`src/rtl/univ_shift_reg.sv`:
```
// univ_shift_reg: universal hold/shift/load register with an LSB-first serializer mode.
// Define ROTATE_EN to make all shifts rotate instead of taking sin_r/sin_l.
module univ_shift_reg #(
    parameter int              WIDTH   = 8,
    parameter logic [WIDTH-1:0] RST_VAL = '0
) (
    input  logic             clk,
    input  logic             rst,
    input  logic [1:0]       mode,
    input  logic [WIDTH-1:0] din,
    input  logic             sin_r,
    input  logic             sin_l,
    input  logic             ser_start,
    output logic [WIDTH-1:0] q,
    output logic             sout_r,
    output logic             sout_l,
    output logic             busy,
    output logic             done
);
    localparam int CW = $clog2(WIDTH);

    typedef enum logic {IDLE, SER} state_t;

    state_t           state_q;
    logic [WIDTH-1:0] q_q, shr_d, shl_d;
    logic [CW-1:0]    cnt_q;
    logic             busy_q, done_q;

`ifdef ROTATE_EN
    assign shr_d = {q_q[0], q_q[WIDTH-1:1]};
    assign shl_d = {q_q[WIDTH-2:0], q_q[WIDTH-1]};
`else
    assign shr_d = {sin_r, q_q[WIDTH-1:1]};
    assign shl_d = {q_q[WIDTH-2:0], sin_l};
`endif

    always_ff @(posedge clk) begin
        if (rst) begin
            state_q <= IDLE;
            q_q     <= RST_VAL;
            cnt_q   <= '0;
            busy_q  <= 1'b0;
            done_q  <= 1'b0;
        end else begin
            done_q <= 1'b0;
            if (state_q == IDLE) begin
                if (ser_start) begin
                    q_q     <= din;
                    cnt_q   <= CW'(WIDTH - 1);
                    busy_q  <= 1'b1;
                    state_q <= SER;
                end else begin
                    q_q <= mode == 2'b11 ? din : mode == 2'b01 ? shr_d : mode == 2'b10 ? shl_d : q_q;
                end
            end else if (cnt_q != '0) begin
                q_q   <= shr_d;
                cnt_q <= cnt_q - 1'b1;
            end else begin
                // last bit already on sout_r: hold q and close the run
                busy_q  <= 1'b0;
                done_q  <= 1'b1;
                state_q <= IDLE;
            end
        end
    end

    assign q      = q_q;
    assign sout_r = q_q[0];
    assign sout_l = q_q[WIDTH-1];
    assign busy   = busy_q;
    assign done   = done_q;
endmodule

```
`config.mk`:
```
export PLATFORM = sky130hd
export DESIGN_NAME = univ_shift_reg
export DESIGN_NICKNAME = d
export VERILOG_FILES = /design/src/rtl/univ_shift_reg.sv
export SDC_FILE = /design/constraint.sdc
export NUM_CORES = 1
export LEC_CHECK = 0
export CORE_MARGIN = 2
export CORE_UTILIZATION = 40
export DETAILED_ROUTE_END_ITERATION = 6
export PLACE_DENSITY_LB_ADDON = 0.1
export SLEW_MARGIN = 20
export SYNTH_ARGS = -nofsm -noshare
export SYNTH_HDL_FRONTEND = slang
export SYNTH_SLANG_ARGS = --single-unit
```
`constraint.sdc`:
```
create_clock -name clk -period 1.5 [get_ports clk]
set_input_delay 0.225 -clock clk [delete_from_list [all_inputs] [get_ports clk]]
set_output_delay 0.225 -clock clk [all_outputs]
set_load 0.01 [all_outputs]
```
== Yosys cells after proc, flatten, opt, wreduce, memory -nomap -nowiden ==
Index checks and enable logic that the tools add are counted.

* Add/subtract/negate cells: 1
* $mul: 0
* Div/mod/pow operators: 0
* $lt $le $gt $ge: 0
* Equality and inequality tests: 5
* Shift-type cells: 0
* Muxes and demuxes: 16
* Bitwise logic cells: 1
* Reduce and logical (&&, ||, !) cells: 7

{| class="wikitable"
|+ Operators by type and width
! operator !! count
|-
| $mux W8 || 6
|-
| $mux W3 || 3
|-
| $mux W1 || 7
|-
| $reduce_and A2 Y1 || 3
|-
| $reduce_bool A5 Y1 || 1
|-
| $eq A2 B2 Y1 const B || 2
|-
| $reduce_bool A3 Y1 || 1
|-
| $sub A3 B1 Y3 const B || 1
|-
| $eq A2 B1 Y1 const B || 1
|-
| $ne A2 B1 Y1 const B || 1
|-
| $ne A2 B2 Y1 const B || 1
|-
| $reduce_bool A2 Y1 || 1
|-
| $reduce_or A2 Y1 || 1
|-
| $not A1 Y1 || 1
|}

* Register bits after elaboration: 14
* Bits in latches: 0
* Memory bits (writable): 0
* Memory bits (read-only): 0
* Input port bits: 15
* Output and inout port bits: 12
* Memories kept: 0

== Depth between registers and ports, before layout ==
Gate-level depths: netlist of run 1.

* Word-level depth: 6
* Depth in mapped cells: 6
* Depth with buffers taken out: 5

== Least setup slack after synthesis of run 1 ==
OpenSTA, ideal clock, no wires.

* Path type: input to register
* Start point: input ser_start
* End point: register q_q[0], in the netlist q[0]
* Arrival: 1.401 ns
* Setup slack: 0.007 ns
* Cell stages on the path: 6
* Path buffers: 3
* Cells stage by stage: buf_6 or4_1 buf_6 and2_4 buf_6 o32ai_1

* Word-level cells in the longest chain between the ends: 2
* Elaborated cells on any way between the ends: 4

{| class="wikitable"
|+ RTL lines
! element !! line !! RTL
|-
| start: declaration || 13 || <nowiki>input logic ser_start,</nowiki>
|-
| $reduce_bool A5 Y1 (no source line) or $mux W8 (tied branches) || -- ||
|-
| $reduce_and A2 Y1 (no source line) or $mux W8 (tied branches) || -- ||
|-
| end signal: assignment || 48 || <nowiki>q_q <= din;</nowiki>
|-
| end signal: assignment || 53 || <nowiki>q_q <= mode == 2'b11 ? din : mode == 2'b01 ? shr_d : mode == 2'b10 ? shl_d : q_q;</nowiki>
|-
| end signal: assignment || 56 || <nowiki>q_q <= shr_d;</nowiki>
|-
| end: declaration || 25 || <nowiki>logic [WIDTH-1:0] q_q, shr_d, shl_d;</nowiki>
|}

Parallel ways exist; a longest one is shown, timed or not.
A chain may end at the register's enable or synchronous reset.

== Worst setup path in the final report of run 1 ==
* Start point: input mode[0]
* End point: register q_q[5], in the netlist q[5]

* Word-level cells in the longest chain between the ends: 5
* Elaborated cells on any way between the ends: 9

{| class="wikitable"
|+ RTL lines
! element !! line !! RTL
|-
| start: declaration || 9 || <nowiki>input logic [1:0] mode,</nowiki>
|-
| $eq A2 B1 Y1 || 53 ||
|-
| $mux W8 (2 in a row) || 53 ||
|-
| $mux W8 || 47 || <nowiki>if (ser_start) begin</nowiki>
|-
| $mux W8 || 46 || <nowiki>if (state_q == IDLE) begin</nowiki>
|}

Parallel ways exist; a longest one is shown, timed or not.

==> metrics.md, run 1 <==
| Metric | Value |
|---|---|
| Hold WS | `0.4648 ns` |
| Commonest non-fill, non-tap cell in the layout | `clkdlybuf4s50_1` |
| Fin crit period | `1.485 ns` |
| Gr ovfl total | `0` |
| Pint | `roughly 800 µW` |
| Sw Share | `0.2988` |
| Worst hold path depth | `2` |
| Clock Pin Slew Worst Setup and Hold Paths | `approximately 0.09 ns` |
| Post-layout util | `0.6044` |
| Cell taking the most area after synthesis | `dfxtp_1` |
| Layout cells sized above 1 | `0.2908` |
| Post-synthesis sequential area ratio | `0.3090` |
| Max Cap Violations | `0` |
| Vias after detailed routing | `925` |
| Setup bufs post-CTS | `0` |
| Dominant cells by area after synthesis | `dfxtp_1, a311oi_1, or2_2` |
| Starting DRT DRC Count | `20` |
| First-pass GRT wire length | `3.953 mm` |
| CTS H-Tree Depth | `1` |
| Tot Pwr | `1136 µW` |
| # setup viols final | `0` |
| Clock buffer depth | `2` |
| Post-DP HPWL | `1.754 mm` |
| DP Area | `between 1000 and 1500 µm²` |
| Reg area | `287.8 µm²` |
| Total Nets Final | `159` |
| Vias in the first global route | `876` |
| Final Skew | `~0.00039 ns` |
| Synth top area share | `0.3090` |
| CP endpoint kind | `register` |
| Leak pwr | `0.0005528 µW` |
| Psw | `around 340 µW` |
| Initial antenna violation count | `0` |
| Worst-Skew Late Latency | `approximately 0.27 ns` |
| IO Pins | `27` |
| Unrepaired setup endpoints after global routing | `true` |
| Cell variety after synth | `29` |
| Root Buffer | `clkbuf_4` |
| Pre-Repair DR Iteration Count | `4` |
| Most frequent cells in the layout | `clkdlybuf4s50_1, buf_4, or2_2, a21oi_1, dfxtp_1` |
| Fmax | `around 670 MHz` |
| Largest net degree at the start of global routing | `13` |
| Avg Cell Area, Syn | `8.639 µm²` |
| DR WL/cell | `roughly 14 µm` |
| Sequential share of power | `0.417` |
| Area Overhead vs Synth | `44.55%` |
| Syn_nets | `122` |
| Mapped Area | `just over 900 µm²` |
| Kind of critical path | `in -> reg` |
| Clock buffer count from CTS | `3` |
| Placed cells | `165` |
| Hold Path Class | `reg -> reg` |
| Max_slew headroom | `0.8274` |
| Crit start category | `input port` |
| Port Buf Inserts | `26` |
| Power Density | `between 800 and 900 nW/µm²` |
| Cell area after layout | `1311 µm²` |
| Max Slew Vio Count | `0` |
| CP max FO | `8` |
| Final Cycle Share | `0.9903` |
| Final ANT Viol Nets | `0` |
| Inserted Diodes | `0` |
| Via density | `5.473` |
| Seq cells post-synth | `14` |
| Drt drc | `0` |
| R2R depth | `6` |
| Synth warn | `0` |
| FP Rows | `17` |
| Post-Syn Instances | `105` |
| CTS tree | `done` |
| Die area | `2665 µm²` |
| Core area | `2170 µm²` |
| Sink Count | `14` |
| Starting density of the core | `0.4181` |
| Fill count | `216` |
| Detailed Route WL | `around 2.3 mm` |
| Clock network fraction of total power | `0.241` |
| Worst VDD drop | `507.3 µV` |
| Final hold vios | `0` |
| All-Layer GR Usage | `0.1937` |
| Post-Layout Cell Count | `169` |
| Logic pwr share | `0.342` |
| Crit path required time | `1.68 ns` |
| Die X | `approximately 52 µm` |
| GP Congestion | `0.8031` |
| Die height | `51.62 µm` |
| Data arrival, critical path | `1.66 ns` |
| Area of the multi-input gates | `554.3 µm²` |
| # hold bufs at CTS | `0` |
| R2R Setup Slk | `0.09 ns` |
| Worst Tran Pin Value | `0.2573 ns` |
| Status | `complete, no violations` |
-- worst max-delay path, cell delays in order --
cell and delay [ns]:
clkdlybuf4s50_1 0.45, or4_4 0.55, and2_4 0.21, a311oi_1 0.22
-- path summary, 6_finish.rpt --
path | startpoint | to
setup / recovery | mode[0] | q[5]
hold / removal | busy | busy
setup reg to reg | cnt_q[0] | q[4]
hold reg to reg | busy | busy
-- sequential cells by signal, indices dropped and copies added (netlist names) --
name	count
state_q	1
busy	1
q	8
cnt_q	3
done	1
-- Yosys cell counts --
cell / count
nand2_1: 4
ha_1: 2
nand2b_1: 1
and3_1: 1
and2b_1: 6
a21oi_1: 9
o32ai_1: 2
nor3b_1: 2
o2111ai_1: 2
a311oi_1: 8
a211o_2: 1
nor2_1: 2
and2_4: 1
or2_2: 9
o21ai_0: 6
nand3b_1: 1
clkinv_1: 1
a31oi_1: 1
and4bb_2: 2
buf_4: 2
dfxtp_1: 14
clkbuf_1: 4
inv_1: 5
or4_1: 1
and3b_1: 6
a211oi_1: 2
buf_6: 3
or3_1: 1
o211ai_1: 6
-- power groups by stage --
stage	logic, µW	clock network [µW]	registers, µW
2_1_floorplan	194	0	478
3_3_place_gp	378	0	473
3_5_place_dp	381	0	476
4_1_cts	387	276	468
5_1_grt	427	300	482
6_report	388	274	473
-- what timing repair did --
item / in CTS / in global routing
setup endpoints to repair: 1 / 15
resized for setup: 1 / 9
pin swaps: 0 / 0
-- area by class of cell --
type                    count  share of cell area
clock buffers               4             0.02767
inverters                   6             0.01718
multi-input cells          76              0.4227
flip-flops and latches     14              0.2195
well taps                  28             0.02672
repair buffers             41              0.2863
-- stage by stage --
| step | setup TNS, ns | setup WS, ns |
|---|---|---|
| 2_1_floorplan | 0 | 0.007121 |
| 3_3_place_gp | -1.888 | -0.2618 |
| 3_5_place_dp | -2.069 | -0.2928 |
| 4_1_cts | 0 | 0.007829 |
| 5_1_grt | -0.03158 | -0.02823 |
| 6_report | 0 | 0.01452 |
-- cell families (layout without fill, tap and decap cells) --
family	after synthesis	count (layout)	share of synthesized area
compound gates	37	37	0.2828
simple gates	37	37	0.2855
buf+inv	15	51	0.09516
flops	14	14	0.3090
fa+ha+maj	2	2	0.02758
-- per-layer routing --
metal  global-route usage  vias to the layer above  routed length (µm)
met1               0.2709                      427                1152
met3              0.02299                        2                 122
met5                    0                        -                   0
met2               0.3120                       30                1012
met4              0.05702                        0                  17
li1                     -                      466                   -
Note: power is estimated with default switching activity, not from simulation.
==> inputs of run 2 (changes only) <==
--- a/config.mk
+++ b/config.mk
@@ -5,7 +5,6 @@
 export SDC_FILE = /design/constraint.sdc
 export NUM_CORES = 1
 export LEC_CHECK = 0
-export CORE_MARGIN = 2
 export CORE_UTILIZATION = 40
 export DETAILED_ROUTE_END_ITERATION = 6
 export PLACE_DENSITY_LB_ADDON = 0.1
@@ -13,3 +12,4 @@
 export SYNTH_ARGS = -nofsm -noshare
 export SYNTH_HDL_FRONTEND = slang
 export SYNTH_SLANG_ARGS = --single-unit
+export TNS_END_PERCENT = 30
==> run 2 against run 1 <==
  * Worst hold slack got worse by 0.0020 ns
  * Count of clock-buffer cells in the layout did not move
  * Clock power rose by 3%
  * Power rose by 2.0%
  * Sequential power rose by 0.8%
  * Global-route usage rose by 1.6 points
  * Sequential share of layout area fell by 0.32 points
  * Worst setup slack improved by 0.027 ns
  * Design area rose by 2.4%
  * Cell count rose by 0.59%
  * Register-to-register slack barely moved
  * Combinational power rose by 3%
  * Critical endpoint is now q[4]
==> metrics.md, run 2 (same netlist as run 1, synthesis figures left out) <==
| Metric | Value |
|---|---|
| Status | `complete, no violations (unchanged)` |
| Fmax | `685.7 MHz (was 673.2 MHz)` |
| Pre-Repair DR Iteration Count | `4 (unchanged)` |
| Vias in the first global route | `864 (was 876)` |
| Max Cap Violations | `0 (unchanged)` |
| First-pass GRT wire length | `3.864 mm (was 3.953 mm)` |
| Fin crit period | `1.458 ns (was 1.485 ns)` |
| Starting density of the core | `0.4442 (was 0.4181)` |
| Core area | `2042 µm² (was 2170 µm²)` |
| Post-DP HPWL | `1.791 mm (was 1.754 mm)` |
| CP Cell Sequence | `clkdlybuf4s50_1, or4_4, buf_4, a21oi_1, a311oi_2 (was clkdlybuf4s50_1, or4_4, and2_4, a311oi_1)` |
| Die X | `49.62 µm (was 51.62 µm)` |
| Clock buffer count from CTS | `3 (unchanged)` |
| Clock buffer depth | `2 (unchanged)` |
| Area of the multi-input gates | `555.5 µm² (was 554.3 µm²)` |
| Worst-Skew Late Latency | `0.29 ns (was 0.27 ns)` |
| CP endpoint kind | `register (unchanged)` |
| Commonest non-fill, non-tap cell in the layout | `clkdlybuf4s50_1 (unchanged)` |
| FP Rows | `16 (was 17)` |
| Final Skew | `0.001278 ns (was 0.0003911 ns)` |
| CP bufs+invs | `2 (was 1)` |
| Die area | `2462 µm² (was 2665 µm²)` |
| Tot Pwr | `1158 µW (was 1136 µW)` |
| Clock Pin Slew Worst Setup and Hold Paths | `0.09 ns (about the same)` |
| Worst Tran Pin Value | `0.3252 ns (was 0.2573 ns)` |
| Unrepaired setup endpoints after global routing | `false (was true)` |
| Sink Count | `14 (unchanged)` |
| Die height | `49.62 µm (was 51.62 µm)` |
| Kind of critical path | `in -> reg (unchanged)` |
| Delay of the slowest critical-path stage | `0.53 ns (was 0.55 ns)` |
| Total Nets Final | `161 (was 159)` |
| Critical path's top delay family | `buffers and inverters (was simple AND/OR/NAND/NOR gates)` |
| Leak pwr | `0.0005701 µW (was 0.0005528 µW)` |
| Max Slew Vio Count | `0 (unchanged)` |
| Setup TNS | `0 ns (unchanged)` |
| Setup bufs post-CTS | `0 (unchanged)` |
| IO Pins | `27 (unchanged)` |
| Root Buffer | `clkbuf_4 (unchanged)` |
| Data arrival, critical path | `1.62 ns (was 1.66 ns)` |
| Largest net degree at the start of global routing | `14 (was 13)` |
| Hold Path Class | `reg -> reg (unchanged)` |
| Slowest CP cell | `or4_4 (unchanged)` |
| All-Layer GR Usage | `0.2093 (was 0.1937)` |
| Vias after detailed routing | `947 (was 925)` |
| Inserted Diodes | `0 (unchanged)` |
| Initial antenna violation count | `0 (unchanged)` |
| Max reg flops | `8 (unchanged)` |
| # hold bufs at CTS | `0 (unchanged)` |
| # setup viols final | `0 (unchanged)` |
| GP Congestion | `0.8230 (was 0.8031)` |
| CP max FO | `8 (unchanged)` |
| Most frequent cells in the layout | `clkdlybuf4s50_1, buf_4, or2_2, a21oi_1, dfxtp_2 (was clkdlybuf4s50_1, buf_4, or2_2, a21oi_1, dfxtp_1)` |
| Starting DRT DRC Count | `10 (was 20)` |
| CTS H-Tree Depth | `1 (unchanged)` |
| Final Cycle Share | `0.9722 (was 0.9903)` |
| Layout cells sized above 1 | `0.3147 (was 0.2908)` |
| CTS tree | `done (unchanged)` |
| Final ANT Viol Nets | `0 (unchanged)` |
| Port Buf Inserts | `26 (unchanged)` |
| Reg area | `290.3 µm² (was 287.8 µm²)` |
| Area Overhead vs Synth | `48.00% (was 44.55%)` |
| Max_slew headroom | `0.7829 (was 0.8274)` |
| Via density | `5.571 (was 5.473)` |
| Power Density | `862.6 nW/µm² (was 866.0 nW/µm²)` |
| Final hold vios | `0 (unchanged)` |
| Crit start category | `input port (unchanged)` |
| Fill count | `182 (was 216)` |
| Drt drc | `0 (unchanged)` |
| Crit path required time | `1.67 ns (was 1.68 ns)` |
| Detailed Route WL | `2.426 mm (was 2.305 mm)` |
| DR WL/cell | `14.27 µm (was 13.64 µm)` |
| Gr ovfl total | `0 (unchanged)` |
| Worst VDD drop | `564.6 µV (was 507.3 µV)` |
==> run 2: changes by cell type in the layout (fill, tap and decap cells not counted) <==
cell	delta
buf_12	+1
a211oi_2	+1
dfxtp_1	-2
a21oi_1	+1
a21oi_2	-1
buf_2	+1
buf_4	-1
dfxtp_2	+2
buf_6	+1
a211oi_1	-1
==> run 2: through the flow <==
step | std cells | worst slack, ns | cell area [µm²] | utilization | hold WS [ns]
6_report | 170 | 0.04172 | 1343 | 0.6575 | 0.4627
3_5_place_dp | 165 | -0.2565 | 1270 | 0.6219 | 0.4512
3_3_place_gp | 165 | -0.2375 | 1270 | 0.6219 | 0.4448
5_1_grt | 170 | 0.0006736 | 1343 | 0.6575 | 0.4851
2_1_floorplan | 105 | 0.007121 | 907.1 | - | 0.2971
4_1_cts | 169 | 0.001596 | 1310 | 0.6415 | 0.4640
==> run 2: power by group <==
| group | internal [µW] | switching, µW | total, µW |
|---|---|---|---|
| clock | 148 | 134 | 282 |
| combinational | 235 | 165 | 400 |
| sequential | 424 | 52.1 | 477 |
| total | 807 | 351 | 1160 |
==> run 2: area by class of cell <==
type	count	area share
Tap cell	27	0.02516
Multi-Input combinational cell	76	0.4138
Sequential cell	14	0.2162
Inverter	6	0.01678
Timing Repair Buffer	43	0.3010
Clock buffer	4	0.02703
==> run 2: worst register-to-register path, delay by kind of cell, from the launching register on <==
kind                   cells  cell delay [ns]
AO/OA/AOI/OAI              2             0.24
buffers and inverters      1             0.18
flip-flops                 1             0.41
AND/OR/NAND/NOR            1             0.45
==> run 2: worst paths after layout <==
kind	slack [ns]	cells past startpoint	from	to
max reg2reg	0.10	4	state_q	q[4]
min	0.46	2	busy	busy
max	0.04	5	mode[1]	q[4]
min reg2reg	0.46	2	busy	busy
==> run 2: routing by layer <==
| layer | global-route usage | wire length, µm |
|---|---|---|
| met1 | 0.2720 | 1146 |
| met3 | 0.04321 | 131 |
| met5 | 0 | 0 |
| met2 | 0.3333 | 1126 |
| met4 | 0.08571 | 21 |
==> run 2: what timing repair did <==
| action | 4_1_cts | 5_1_grt |
|---|---|---|
| endpoints found under the setup margin | 3 | 12 |
| gates cloned | 0 | 1 |
| gates resized for setup | 3 | 10 |
==> inputs of run 3 (changes only) <==
--- a/config.mk
+++ b/config.mk
@@ -8,6 +8,7 @@
 export CORE_UTILIZATION = 40
 export DETAILED_ROUTE_END_ITERATION = 6
 export PLACE_DENSITY_LB_ADDON = 0.1
+export RECOVER_POWER = 25
 export SLEW_MARGIN = 20
 export SYNTH_ARGS = -nofsm -noshare
 export SYNTH_HDL_FRONTEND = slang
==> run 3 against run 2 <==
  * Cell count unchanged
  * Largest cell class unchanged
  * Worst setup slack about the same
  * Routed wire length down 0.37%
  * Sequential cell count unchanged
  * Sequential share of layout area up 0.10 points
==> metrics.md, run 3 (same netlist as run 1, synthesis figures left out) <==
| Metric | Value |
|---|---|
| Drt drc | `0 (unchanged)` |
| Starting DRT DRC Count | `10 (unchanged)` |
| R2R Setup Slk | `0.10 ns (about the same)` |
| Gr ovfl total | `0 (unchanged)` |
| Delay of the slowest critical-path stage | `0.53 ns (about the same)` |
| Crit path required time | `1.67 ns (about the same)` |
| Total Nets Final | `161 (unchanged)` |
| CP bufs+invs | `2 (unchanged)` |
| Fmax | `685.8 MHz (was 685.7 MHz)` |
| Via density | `5.535 (was 5.571)` |
| Pre-Repair DR Iteration Count | `4 (unchanged)` |
| Leak pwr | `0.0005539 µW (was 0.0005701 µW)` |
| Die height | `49.62 µm (unchanged)` |
| Reg-to-reg endpoint | `q[4] (unchanged)` |
| Worst hold path depth | `2 (unchanged)` |
| Root Buffer | `clkbuf_4 (unchanged)` |
| Hold Path End | `busy (unchanged)` |
| Final hold vios | `0 (unchanged)` |
| Die area | `2462 µm² (unchanged)` |
| GP Congestion | `0.8230 (unchanged)` |
| Clock buffer count from CTS | `3 (unchanged)` |
| Detailed Route WL | `2.417 mm (was 2.426 mm)` |
| Commonest non-fill, non-tap cell in the layout | `clkdlybuf4s50_1 (unchanged)` |
| Kind of critical path | `in -> reg (unchanged)` |
| IO Pins | `27 (unchanged)` |
| Critical path's top delay family | `buffers and inverters (unchanged)` |
| R2R depth | `4 (unchanged)` |
| Setup ws final | `0.04186 ns (was 0.04172 ns)` |
| Unrepaired setup endpoints after global routing | `false (unchanged)` |
| # hold bufs at CTS | `0 (unchanged)` |
| Final Cycle Share | `0.9721 (was 0.9722)` |
| Initial antenna violation count | `0 (unchanged)` |
| CP Cell Sequence | `clkdlybuf4s50_1, or4_4, buf_4, a21oi_1, a311oi_2 (unchanged)` |
| CP max FO | `8 (unchanged)` |
| CP endpoint kind | `register (unchanged)` |
| Die X | `49.62 µm (unchanged)` |
| Max Cap Violations | `0 (unchanged)` |
| Most frequent cells in the layout | `clkdlybuf4s50_1, buf_4, or2_2, a21oi_1, dfxtp_2 (unchanged)` |
| Cell area after layout | `1336 µm² (was 1343 µm²)` |
| Vias after detailed routing | `941 (was 947)` |
| Clock buffer depth | `2 (unchanged)` |
| Max reg flops | `8 (unchanged)` |
| Post-DP HPWL | `1.791 mm (unchanged)` |
| DR WL/cell | `14.22 µm (was 14.27 µm)` |
| CTS tree | `done (unchanged)` |
| FP Rows | `16 (unchanged)` |
| DP Area | `1270 µm² (unchanged)` |
| Inserted Diodes | `0 (unchanged)` |
| Setup bufs post-CTS | `0 (unchanged)` |
| Status | `complete, no violations (unchanged)` |
| Final ANT Viol Nets | `0 (unchanged)` |
| # setup viols final | `0 (unchanged)` |
| Final Skew | `0.001306 ns (was 0.001278 ns)` |
| Hold Crit Start | `busy (unchanged)` |
| Worst Tran Pin Value | `0.3159 ns (was 0.3252 ns)` |
| Hold Path Class | `reg -> reg (unchanged)` |
| Data arrival, critical path | `1.62 ns (about the same)` |
| Max Slew Vio Count | `0 (unchanged)` |
| Worst r2r src | `state_q (unchanged)` |
| Power Density | `864.3 nW/µm² (was 862.6 nW/µm²)` |
| Layout cells sized above 1 | `0.3077 (was 0.3147)` |
| Core area | `2042 µm² (unchanged)` |
| Dpl ws | `-0.2565 ns (unchanged)` |
| Max_slew headroom | `0.7891 (was 0.7829)` |
| Largest net degree at the start of global routing | `14 (unchanged)` |
| CTS H-Tree Depth | `1 (unchanged)` |
| Sink Count | `14 (unchanged)` |
| Worst-Skew Late Latency | `0.29 ns (about the same)` |
| Starting density of the core | `0.4442 (unchanged)` |
| Area Overhead vs Synth | `47.31% (was 48.00%)` |
| First-pass GRT wire length | `3.864 mm (unchanged)` |
| Crit start category | `input port (unchanged)` |
| Fin crit period | `1.458 ns (about the same)` |
| Port Buf Inserts | `26 (unchanged)` |
| Clock Pin Slew Worst Setup and Hold Paths | `0.09 ns (about the same)` |
| Vias in the first global route | `864 (unchanged)` |
| Worst VDD drop | `563.8 µV (was 564.6 µV)` |
| Slowest CP cell | `or4_4 (unchanged)` |
| All-Layer GR Usage | `0.2093 (unchanged)` |
## run 3: worst max path at each step
| stage | startpoint | to | slack [ns] | cells after the start |
|---|---|---|---|---|
| 3_3_place_gp | mode[1] | q[4] | -0.24 | 4 |
| 5_1_grt | mode[1] | q[1] | 0.0007 | 4 |
| 3_5_place_dp | mode[1] | q[6] | -0.26 | 4 |
| 6_report | mode[1] | q[4] | 0.04 | 5 |
| 4_1_cts | q[6] | q[6] | 0.002 | 1 |
| 2_1_floorplan | ser_start | q[0] | 0.007 | 6 |
## run 3: worst min-delay path, stage by stage (launching register included)
cell and delay [ns]:
dfxtp_1 0.32, nand2_1 0.05, a21oi_1 0.05
## run 3: cell type report
cell class | instances | area [µm²]
Clock buffer | 4 | 36.28
Tap cell | 27 | 33.78
Sequential cell | 14 | 290.3
Timing Repair Buffer | 43 | 397.9
Multi-Input combinational cell | 76 | 555.5
Fill cell | 185 | 705.7
Inverter | 6 | 22.52
## run 3: through the flow
| step | total power (µW) | instances | util | hold slack [ns] | setup TNS, ns |
|---|---|---|---|---|---|
| 2_1_floorplan | 671.9 | 105 | - | 0.2971 | 0 |
| 3_3_place_gp | 857.0 | 165 | 0.6219 | 0.4448 | -1.728 |
| 3_5_place_dp | 862.7 | 165 | 0.6219 | 0.4512 | -1.919 |
| 4_1_cts | 1152 | 169 | 0.6415 | 0.4640 | 0 |
| 5_1_grt | 1221 | 170 | 0.6544 | 0.4851 | 0 |
| 6_report | 1155 | 170 | 0.6544 | 0.4627 | 0 |
## run 3: power breakdown
| part | leakage [µW] | internal, µW | total (µW) | switching [µW] |
|---|---|---|---|---|
| logic | 0.000414 | 232 | 397 | 164 |
| registers | 0.000119 | 424 | 476 | 51.8 |
| clock network | 0.0000210 | 148 | 282 | 134 |
## run 3: routing by layer
metal  vias to the layer above  track usage  wire, µm
li1                        469            -         -
met1                       435       0.2720      1138
met2                        33       0.3333      1119
met3                         4      0.04321       137
met4                         0      0.08571        21
met5                         -            0         0
## run 3: what timing repair did
action	in CTS	in global routing
pin swaps	0	0
gates cloned	0	1
endpoints found under the setup margin	3	12
resized for setup	3	10
hold endpoints to repair	0	0
